[src/rtl/btn_conditioner.sv]
// btn_conditioner: per-channel synchroniser, debouncer and press/release/long-press
// event generator for the front-panel buttons.
// Optional feature: define AUTOREPEAT_EN to add the auto-repeat counter in the LONG state;
// without it repeat_pulse is tied to 0 and no repeat logic exists.
module btn_conditioner #(
    parameter int unsigned NUM_BTN      = 5,
    parameter int unsigned DEBOUNCE_CYC = 16,
    parameter int unsigned LONG_CYC     = 1000,
    parameter int unsigned REPEAT_CYC   = 200,
    parameter bit          ACTIVE_HIGH  = 1'b1
) (
    input  logic               clk,
    input  logic               rst_n,
    input  logic [NUM_BTN-1:0] btn_raw,
    output logic [NUM_BTN-1:0] btn_level,
    output logic [NUM_BTN-1:0] press_pulse,
    output logic [NUM_BTN-1:0] release_pulse,
    output logic [NUM_BTN-1:0] long_pulse,
    output logic [NUM_BTN-1:0] repeat_pulse,
    output logic               any_press
);

    localparam int unsigned DbW   = $clog2(DEBOUNCE_CYC + 1);
    localparam int unsigned HoldW = $clog2(LONG_CYC + 1);
    localparam logic [DbW-1:0]   DbLast   = DbW'(DEBOUNCE_CYC - 1);
    localparam logic [HoldW-1:0] HoldLast = HoldW'(LONG_CYC - 1);
    localparam logic [HoldW-1:0] HoldSat  = HoldW'(LONG_CYC);

    typedef enum logic [1:0] {StIdle, StPressed, StLong} state_e;

    logic [NUM_BTN-1:0] w_raw;
    logic [NUM_BTN-1:0] r_sync1, r_sync2;
    logic [DbW-1:0]     r_db_cnt [NUM_BTN];
    logic [DbW-1:0]     w_db_cnt [NUM_BTN];
    logic [HoldW-1:0]   r_hold   [NUM_BTN];
    logic [HoldW-1:0]   w_hold   [NUM_BTN];
    state_e             r_state  [NUM_BTN];
    state_e             w_state  [NUM_BTN];
    logic [NUM_BTN-1:0] r_level, w_level;
    logic [NUM_BTN-1:0] w_press_ev, w_rel_ev, w_long_ev;
    logic [NUM_BTN-1:0] r_press, r_rel, r_long;

    // Normalise polarity so 1 always means pressed from here on.
    assign w_raw = ACTIVE_HIGH ? btn_raw : ~btn_raw;

    // Two-flop synchroniser for the asynchronous pins.
    always_ff @(posedge clk or negedge rst_n) begin
        if (!rst_n) begin
            r_sync1 <= '0;
            r_sync2 <= '0;
        end else begin
            r_sync1 <= w_raw;
            r_sync2 <= r_sync1;
        end
    end

    // Debounce and hold-state next-state logic, one iteration per channel.
    always_comb begin
        for (int i = 0; i < NUM_BTN; i++) begin
            w_level[i]    = r_level[i];
            w_db_cnt[i]   = r_db_cnt[i];
            w_press_ev[i] = 1'b0;
            w_rel_ev[i]   = 1'b0;
            w_long_ev[i]  = 1'b0;
            w_state[i]    = r_state[i];
            w_hold[i]     = r_hold[i];

            if (r_sync2[i] != r_level[i]) begin
                if (r_db_cnt[i] == DbLast) begin
                    w_level[i]    = r_sync2[i];
                    w_db_cnt[i]   = '0;
                    w_press_ev[i] = r_sync2[i];
                    w_rel_ev[i]   = ~r_sync2[i];
                end else begin
                    w_db_cnt[i] = r_db_cnt[i] + 1'b1;
                end
            end else begin
                w_db_cnt[i] = '0;
            end

            case (r_state[i])
                StIdle: begin
                    if (w_press_ev[i]) begin
                        w_state[i] = StPressed;
                        w_hold[i]  = '0;
                    end
                end
                StPressed: begin
                    // Release takes priority over a long-press firing in the same cycle.
                    if (w_rel_ev[i]) begin
                        w_state[i] = StIdle;
                        w_hold[i]  = '0;
                    end else if (r_hold[i] == HoldLast) begin
                        w_state[i]   = StLong;
                        w_hold[i]    = HoldSat;
                        w_long_ev[i] = 1'b1;
                    end else begin
                        w_hold[i] = r_hold[i] + 1'b1;
                    end
                end
                StLong: begin
                    if (w_rel_ev[i]) begin
                        w_state[i] = StIdle;
                        w_hold[i]  = '0;
                    end
                end
                default: begin
                    w_state[i] = StIdle;
                    w_hold[i]  = '0;
                end
            endcase
        end
    end

    // Per-channel state, counters and registered event pulses.
    always_ff @(posedge clk or negedge rst_n) begin
        if (!rst_n) begin
            r_level <= '0;
            r_press <= '0;
            r_rel   <= '0;
            r_long  <= '0;
            for (int i = 0; i < NUM_BTN; i++) begin
                r_db_cnt[i] <= '0;
                r_hold[i]   <= '0;
                r_state[i]  <= StIdle;
            end
        end else begin
            r_level <= w_level;
            r_press <= w_press_ev;
            r_rel   <= w_rel_ev;
            r_long  <= w_long_ev;
            for (int i = 0; i < NUM_BTN; i++) begin
                r_db_cnt[i] <= w_db_cnt[i];
                r_hold[i]   <= w_hold[i];
                r_state[i]  <= w_state[i];
            end
        end
    end

`ifdef AUTOREPEAT_EN
    localparam int unsigned RptW = $clog2(REPEAT_CYC + 1);
    localparam logic [RptW-1:0] RptLast = RptW'(REPEAT_CYC - 1);

    logic [RptW-1:0]    r_rpt [NUM_BTN];
    logic [RptW-1:0]    w_rpt [NUM_BTN];
    logic [NUM_BTN-1:0] w_rpt_ev, r_rpt_pulse;

    // Repeat counter runs only while in LONG; it is zero on entry, so the first repeat
    // lands REPEAT_CYC cycles after long_pulse.
    always_comb begin
        for (int i = 0; i < NUM_BTN; i++) begin
            w_rpt[i]    = '0;
            w_rpt_ev[i] = 1'b0;
            if (r_state[i] == StLong && !w_rel_ev[i]) begin
                if (r_rpt[i] == RptLast) begin
                    w_rpt_ev[i] = 1'b1;
                end else begin
                    w_rpt[i] = r_rpt[i] + 1'b1;
                end
            end
        end
    end

    // Repeat counter and pulse registers.
    always_ff @(posedge clk or negedge rst_n) begin
        if (!rst_n) begin
            r_rpt_pulse <= '0;
            for (int i = 0; i < NUM_BTN; i++) begin
                r_rpt[i] <= '0;
            end
        end else begin
            r_rpt_pulse <= w_rpt_ev;
            for (int i = 0; i < NUM_BTN; i++) begin
                r_rpt[i] <= w_rpt[i];
            end
        end
    end

    assign repeat_pulse = r_rpt_pulse;
`else
    assign repeat_pulse = '0;
`endif

    assign btn_level     = r_level;
    assign press_pulse   = r_press;
    assign release_pulse = r_rel;
    assign long_pulse    = r_long;
    assign any_press     = |r_press;

endmodule

[config.mk]
export PLATFORM = sky130hd
export DESIGN_NAME = btn_conditioner
export DESIGN_NICKNAME = d
export VERILOG_FILES = /design/src/rtl/btn_conditioner.sv
export SDC_FILE = /design/constraint.sdc
export NUM_CORES = 1
export LEC_CHECK = 0
export ABC_AREA = 1
export BUFFER_PORTS_ARGS = -buffer_cell sky130_fd_sc_hd__buf_2
export CELL_PAD_IN_SITES_DETAIL_PLACEMENT = 1
export CELL_PAD_IN_SITES_GLOBAL_PLACEMENT = 1
export CORE_ASPECT_RATIO = 1.4
export CORE_MARGIN = 1
export CORE_UTILIZATION = 45
export DETAILED_ROUTE_END_ITERATION = 7
export PLACE_DENSITY_LB_ADDON = 0.1
export SYNTH_ARGS = -nofsm -noshare
export SYNTH_HDL_FRONTEND = slang
export SYNTH_SLANG_ARGS = --single-unit
export TNS_END_PERCENT = 5
[constraint.sdc]
create_clock -name clk -period 3.2 [get_ports clk]
set_input_delay 0.64 -clock clk [delete_from_list [all_inputs] [get_ports clk]]
set_output_delay 0.64 -clock clk [all_outputs]
set_load 0.1 [all_outputs]
## Yosys cells after proc, flatten, opt, wreduce, memory -nomap -nowiden

Cells that the tools add are included.

- $add $sub $neg: 10
- Eq/ne operators: 40
- Multiplexer cells: 95
- Bitwise logic cells: 5
- Reduce and logical (&&, ||, !) cells: 21

Operators with widths:

| cell | count |
|---|---|
| $mux 10 | 20 |
| $pmux 10 s3 | 5 |
| $add 10x1->10 const B | 5 |
| $eq 10x10->1 const B | 5 |
| $mux 5 | 10 |
| $mux 2 | 20 |
| $mux 1 | 35 |
| $pmux 2 s3 | 5 |
| $add 5x1->5 const B | 5 |
| $eq 5x4->1 const B | 5 |
| $ne 2x2->1 const B | 10 |
| $reduce_and 2->1 | 10 |
| $ne 3x3->1 const B | 5 |
| $reduce_and 3->1 | 5 |
| $eq 2x1->1 const B | 5 |
| $eq 2x2->1 const B | 5 |
| $logic_not 2->1 | 5 |
| $ne 1x1->1 | 5 |
| $not 1->1 | 5 |
| $reduce_or 5->1 | 1 |

- Bits in registers: 115
- Bits of input ports: 7
- Output and inout bits: 26
- Word-level logic and storage cells: 196

## Longest topological paths before layout

Gate-level depths: netlist (run 1).

- Depth after elaboration: 5
- Mapped depth: 9
- Mapped depth without buffers: 8

## Least setup slack after synthesis (run 1)

OpenSTA, ideal clock, no wires.

- Path kind: register to output
- From: reg r_press[3], in the netlist press_pulse[3]
- To: out any_press
- Data arrival time: 1,722 ps
- Required time: 2,560 ps
- Setup slack: 838 ps
- Stages on the path, launching flop included: 3
- Buffers on the path: 0
- Cells stage by stage: dfrtp_1 -> nor3_1 -> nand2_1

- Cells in the longest elaborated chain, start to end: 1

Ends and longest elaborated chain:

| item | line | source |
|---|---|---|
| from (decl) | 41 | `logic [NUM_BTN-1:0] r_press, r_rel, r_long;` |
| from (signal assigned) | 129 | `r_press <= w_press_ev;` |
| $reduce_or 5->1 | 188 | `assign any_press = \|r_press;` |
| to (decl) | 20 | `output logic any_press` |

Every way passes these cells.

## Final worst setup path (run 1)

Same ends and word-level chain as after synthesis.

==> results of run 1 <==
==> worst max-delay path by stage <==
stage	slack (ns)	cells after the start	endpoint	start
CTS	1.19	3	any_press	press_pulse[3]
floorplan	0.84	2	any_press	press_pulse[3]
global placement	1.66	3	any_press	press_pulse[3]
detailed placement	1.61	7	r_state[4]	r_db_cnt[10]
global route	1.13	3	any_press	press_pulse[3]
finish	1.21	3	any_press	press_pulse[3]
==> cells by family (layout without fill, tap and decap cells) <==
group	count (synthesis)	count (layout)	synth area share [%]
DFF	115	115	49.3
and+or+nand+nor	454	454	34.4
adders and majority gates	10	10	2.14
AOI/OAI and AO/OA	34	34	3.30
xor gates and xnor gates	18	18	2.70
buffers and inverters	116	169	8.06
other	1	5	0.0643
==> final cells by class <==
| type | count | area share, % |
|---|---|---|
| tap | 150 | 2.78 |
| clock buffer | 22 | 7.03 |
| multi-input combinational | 521 | 37.1 |
| inverter | 108 | 6.01 |
| timing repair buffer | 29 | 2.45 |
| clock inverter | 10 | 1.93 |
| sequential | 115 | 42.7 |
==> critical path, delay by kind of cell, from the launching register on <==
family        cells  cell delay [ns]
simple gates      2             0.27
buf+inv           1             0.29
flops             1             0.38
==> power by group through the flow <==
| stage | Sequential (uW) | Clock [uW] | Combinational, uW |
|---|---|---|---|
| 5_1_grt | 1720 | 2020 | 608 |
| 4_1_cts | 1700 | 1970 | 537 |
| 3_3_place_gp | 1710 | 0 | 488 |
| 6_report | 1700 | 1930 | 523 |
| 2_1_floorplan | 1680 | 0 | 421 |
| 3_5_place_dp | 1720 | 0 | 524 |
==> per-stage QoR <==
stage / worst slack, ns / instance area, um2
final: 1.21 / 6740
after detailed placement: 1.61 / 6140
after floorplan: 0.838 / 5850
after global placement: 1.66 / 6140
after CTS: 1.19 / 6740
after global routing: 1.13 / 6740
==> layout by cell type (no fill, tap or decap), types with 11 or more instances in the layout <==
cell       synthesis  layout
xor2_1            15      15
nand2_1          230     230
inv_1            105     105
dfrtp_1          115     115
nand4_1           27      27
nor2_1            86      86
nand3_1           74      74
o21ai_0           24      24
nand2_2           11      11
clkbuf_16          0      17
buf_2              1      26
==> metal layers <==
layer / GRT usage, % / vias to the layer above
met5: 0 / -
met4: 8.79 / 0
met3: 4.70 / 24
met2: 43.7 / 52
met1: 23.8 / 2438
li1: - / 2426
==> sequential cells by signal, indices dropped and copies added, names as in the netlist <==
name and count:
press_pulse 5, r_sync2 5, release_pulse 5, r_state 10
r_hold 50, r_sync1 5, r_db_cnt 25, btn_level 5
long_pulse 5
==> flow_metrics.py, run 1 <==
metrics = {
    "global_routing": {
        "grt_overflow": 0,
        "grt_pass1_wl_mm": 23.9,
        "first_global_vias": 5232,
        "grt_max_degree": 57,
        "grt_usage_pct": 22.6,
        "grt_antenna_before_repair": 0,
    },
    "cts": {
        "cts-root-buf": "clkbuf_16",
        "cts_tree": "yes",
        "insertion_delay_ns": 0.41,
        "cts_setup_buffers": 0,
        "clkSlewWorstSetupHoldPaths_ns": 0.05,
        "clockBufferDepth": 2,
        "htreeDepth": 4,
        "clock-sinks": 115,
        "cts_hold_buf": 0,
        "ctsResizeCount": 0,
        "cts_buffers": 17,
    },
    "synth": {
        "synth_seq_cells": 115,
        "syn_area_per_cell_um2": 7.80,
        "synth_top_area_share_pct": 49.3,
        "synth_area_leaders": "dfrtp_1, nand2_1, inv_1",
        "synth_top_area_cell": "dfrtp_1",
        "syn-instance-count": 748,
        "yosys-top-cells-count": "nand2_1, dfrtp_1, inv_1",
        "syn-cell-area_um2": 5840,
        "synthFlopType": "dfrtp_1",
        "synth_cell_types": 28,
        "synth_edf_count": 0,
        "postSynth.asyncResetShare_pct": 100,
        "yosys.cell_count.top_type": "nand2_1",
        "yosysWarnings": 0,
        "yosysSeqAreaShare_pct": 49.3,
    },
    "routing": {
        "wirelength_mm": 13.9,
        "first_iter_violations": 184,
        "routedWlPerCell_um": 14.5,
        "viasPerCell": 5.17,
        "vias": 4940,
        "wl_met1_mm": 5.56,
        "final_antenna_net_count": 0,
        "top_layer_used": "met4",
        "wl_met2_mm": 7.68,
        "dr_wl_met3_um": 382,
        "drt_pass1_iterations": 8,
        "drc": 2,
    },
    "layout": {
        "finish.utilization_pct": 54.0,
        "n_antenna_cell": 0,
        "multiInputGateArea_um2": 2500,
        "instances_no_fill": 955,
        "register_area_um2": 2880,
        "area_growth_pct": 15.5,
        "nets": 809,
        "fillCellCount": 1557,
        "drive_gt1_share_pct": 11.3,
    },
    "timing": {
        "timing.hold.ws_ns": 0.284,
        "rsz0062_at_grt": "false",
        "worst_slew_pin_slew_ns": 0.748,
        "fin_setup_tns_ns": 0,
        "skew_ns": 0.00637,
        "max_freq_mhz": 502,
        "finalMaxSlewViolations": 0,
        "hold_violations": 0,
        "relSlewSlack_pct": 50.1,
        "period_needed_ns": 1.99,
        "min_period_over_period_pct": 62.2,
        "setup_viol": 0,
    },
    "status": {
        "status": "finished with violations",
        "violations": "design-rule violations",
    },
    "setup_path": {
        "worstPathCellList": "nor3_1, nand2_1, buf_2",
        "r2r_start": "r_db_cnt[20]",
        "r2r_end": "r_hold[43]",
        "critPathSlowestCell": "dfrtp_1",
        "ff2ff_path_depth": 8,
        "r2r_slack_ns": 1.62,
        "path_class": "flop to output pin",
        "cpPeakStageDelay_ns": 0.38,
        "cp-start-kind": "flop",
        "cp.arrival_ns": 1.35,
        "cp-end-kind": "output pin",
        "path_max_fanout": 2,
        "crit_required_ns": 2.56,
    },
    "power": {
        "power.switching_uw": 1130,
        "powerDensity_nw_per_um2": 615,
        "clockPowerShare_pct": 46.4,
        "swShare_pct": 27.2,
        "power.leakage_uw": 0.00364,
        "total_power_uw": 4150,
        "p_int_uw": 3020,
        "ir_worst_vdd_mv": 0.315,
        "seqPwrFrac_pct": 41.0,
        "comb_power_share_pct": 12.6,
    },
    "place": {
        "hpwl_mm": 10.0,
        "io_buffers": 27,
        "dpl.cell_count": 923,
        "globalplace.congestion": 0.760,
    },
    "floorplan": {
        "dieArea_um2": 13400,
        "fp.dieW_um": 98.2,
        "rows": 48,
        "coreArea_um2": 12500,
        "start_util_pct": 46.7,
        "pin_count": 33,
        "die_y_um": 137,
    },
    "worst_hold_path": {
        "hold_path_class": "input port to async pin",
    },
    "job": {
        "cap_viol_max_count": 0,
    },
}
(Power assumes the default switching activity.)
==> run 2, diff against run 1 <==
- ABC_AREA: 1 -> 0
- clock period: 3.2 -> 1.9 ns (I/O delays scaled with it)
==> flow_metrics.py, run 2 <==
metrics = {
    "cts": {
        "insertion_delay_ns": 0.41,
        "cts_tree": "yes",
        "cts_buffers": 17,
        "htreeDepth": 4,
        "clkSlewWorstSetupHoldPaths_ns": 0.05,
        "clockBufferDepth": 2,
        "clock-sinks": 115,
        "cts-root-buf": "clkbuf_16",
    },
    "synth": {
        "yosys-top-cells-count": "dfrtp_1, nand2_1, nand3_1",
        "synth_top_area_share_pct": 51.3,
        "yosysWarnings": 0,
        "synth.area.mux_share_pct": 1.65,
        "synth-simple-area-share_pct": 21.5,
        "syn-instance-count": 536,
        "syn_area_per_cell_um2": 10.5,
        "synth_seq_cells": 115,
        "synthFlopType": "dfrtp_1",
        "yosysSeqAreaShare_pct": 51.3,
        "synth_edf_count": 0,
        "synth_adder_area_share_pct": 2.23,
        "synth_top_area_cell": "dfrtp_1",
        "postSynth.asyncResetShare_pct": 100,
        "synth_compound_area_share_pct": 16.9,
        "yosys.cell_count.top_type": "dfrtp_1",
        "synth_xor_area_share_pct": 2.65,
        "syn-cell-area_um2": 5610,
        "synth_cell_types": 71,
        "synth_top_family_by_area": "simple AND/OR/NAND/NOR gates",
        "synth_area_leaders": "dfrtp_1, nand2_1, nand3_1",
    },
    "floorplan": {
        "start_util_pct": 46.8,
        "die_y_um": 134,
        "coreArea_um2": 12000,
        "pin_count": 33,
        "dieArea_um2": 12900,
        "fp.dieW_um": 96.4,
        "rows": 47,
    },
    "layout": {
        "area_growth_pct": 16.8,
        "finish.utilization_pct": 54.7,
        "drive_gt1_share_pct": 15.2,
        "fillCellCount": 1308,
        "largest_reg_flops": 50,
        "n_antenna_cell": 0,
        "largest-register": "r_hold",
        "nets": 603,
        "layout_common_cells": "dfrtp_1, nand2_1, nand3_1",
        "layout_commonest_cell": "dfrtp_1",
        "top_regs": "r_hold: 50 flops, r_db_cnt: 25 flops, r_state: 10 flops",
    },
    "power": {
        "p_int_uw": 4680,
        "seqPwrFrac_pct": 43.7,
        "swShare_pct": 24.2,
        "power.switching_uw": 1500,
        "clockPowerShare_pct": 48.3,
        "ir_worst_vdd_mv": 0.629,
        "powerDensity_nw_per_um2": 942,
        "comb_power_share_pct": 8.1,
        "power.leakage_uw": 0.00312,
    },
    "place": {
        "place_ws_ns": 0.0984,
        "hpwl_mm": 8.97,
        "io_buffers": 27,
        "globalplace.congestion": 0.750,
    },
    "timing": {
        "min_period_over_period_pct": 94.1,
        "max_freq_mhz": 559,
        "period_needed_ns": 1.79,
        "skew_ns": 0.00762,
        "worst_slew_pin_slew_ns": 0.531,
        "finalMaxSlewViolations": 0,
        "fin_setup_tns_ns": 0,
        "setup_viol": 0,
        "relSlewSlack_pct": 64.4,
        "final.setup.worst_slack_ns": 0.111,
        "rsz0062_at_grt": "false",
        "hold_violations": 0,
    },
    "routing": {
        "dr_wl_met3_um": 258,
        "wl_met1_mm": 5.60,
        "routedWlPerCell_um": 17.6,
        "drc": 0,
        "top_layer_used": "met4",
        "drt_pass1_iterations": 6,
        "first_iter_violations": 153,
        "wl_met2_mm": 7.04,
        "viasPerCell": 5.91,
        "vias": 4403,
        "wirelength_mm": 13.1,
        "final_antenna_net_count": 0,
    },
    "setup_path": {
        "path_max_fanout": 2,
        "cp-start-kind": "flop",
        "path_class": "flop to output pin",
        "cp.arrival_ns": 1.41,
        "worstPathCellList": "nor3_1, nand2_2, buf_2",
        "critPathSlowestCell": "dfrtp_1",
        "cpPeakStageDelay_ns": 0.41,
        "crit_required_ns": 1.52,
        "cp-end-kind": "output pin",
    },
    "global_routing": {
        "grt_pass1_wl_mm": 22.7,
        "first_global_vias": 4714,
        "grt_overflow": 0,
        "grt_max_degree": 60,
        "grt_usage_pct": 22.6,
        "grt_antenna_before_repair": 0,
    },
    "job": {
        "cap_viol_max_count": 0,
    },
    "status": {
        "status": "complete, no violations",
    },
    "worst_hold_path": {
        "hold_path_class": "input port to flop",
    },
}
-- run 2: cell types whose count changed after synthesis, moves of 12 or more --
cell	before	now
nand2b_1	0	15
a22oi_1	0	17
and3_1	0	13
inv_1	105	22
nand2_1	230	39
a22o_1	0	12
nor2_1	86	27
nand3_1	74	29
nand4_1	27	12
o2bb2ai_1	0	12
-- run 2: layout make-up --
class                   count  area [um2]  share of cell area [%]
clock buffers              27         503                    7.67
flip-flops and latches    115        2880                    43.9
repair buffers             47         303                    4.62
well taps                 147         184                    2.80
multi-input cells         380        2550                    38.9
inverters                  25        93.8                    1.43
clock inverters             4        47.5                   0.725
-- run 2: worst paths after layout --
path	from	endpoint	slack, ns	cells past startpoint
min in group asynchronous	rst_n	r_db_cnt[22]	0.45	2
worst min register to register	r_sync1[4]	r_sync2[4]	0.35	0
worst max register to register	r_db_cnt[0]	r_hold[2]	0.15	6
worst min-delay path	btn_raw[4]	r_sync1[4]	0.07	1
worst max-delay path	press_pulse[1]	any_press	0.11	3
max in group asynchronous	rst_n	btn_level[1]	0.81	3
-- run 2: per-layer routing --
metal  vias up  global-route usage [%]
met4         0                    8.17
met3        19                    4.37
met2        47                    39.4
met5         -                       0
met1      2266                    27.2
li1       2071                       -
-- run 2: per-stage QoR --
step / hold WS, ns / cell area, um2 / std cells / total power, uW
4_1_cts: 0.0602 / 6560 / 745 / 6260
5_1_grt: 0.0680 / 6560 / 745 / 6430
6_report: 0.0738 / 6560 / 745 / 6180
3_3_place_gp: 0.320 / 5990 / 713 / 3210
3_5_place_dp: 0.330 / 5990 / 713 / 3240
2_1_floorplan: 0.0844 / 5630 / 540 / 3060
-- run 2: kinds of logic (layout without fill, tap and decap cells) --
kind of cell             count (synthesis)  after routing
AND/OR/NAND/NOR                        209            209
XOR/XNOR                                17             17
AO/OA/AOI/OAI                          130            130
flip-flops                             115            115
adder cells (fa/ha/maj)                 10             10
multiplexers                             9              9
other                                    1              5
buffers and inverters                   45            103
-- run 2: critical path: cells and delay by family (launching register included) --
kind                   cells  cell delay [ns]
and+or+nand+nor            2             0.30
buffers and inverters      1             0.29
DFF                        1             0.41
-- run 2: power by group through the flow --
stage	logic (uW)	clock network [uW]	registers, uW
detailed placement	508	0	2730
CTS	515	3050	2700
global route	574	3140	2720
floorplan	367	0	2700
global placement	482	0	2720
finish	498	2980	2700
-- run 2: timing repair --
item / CTS / global route
endpoints found under the setup margin: 0 / 5
setup buffers: 0 / 0
hold buffers: 1 / 0
hold endpoints to repair: 25 / 0
gates resized for setup: 0 / 1
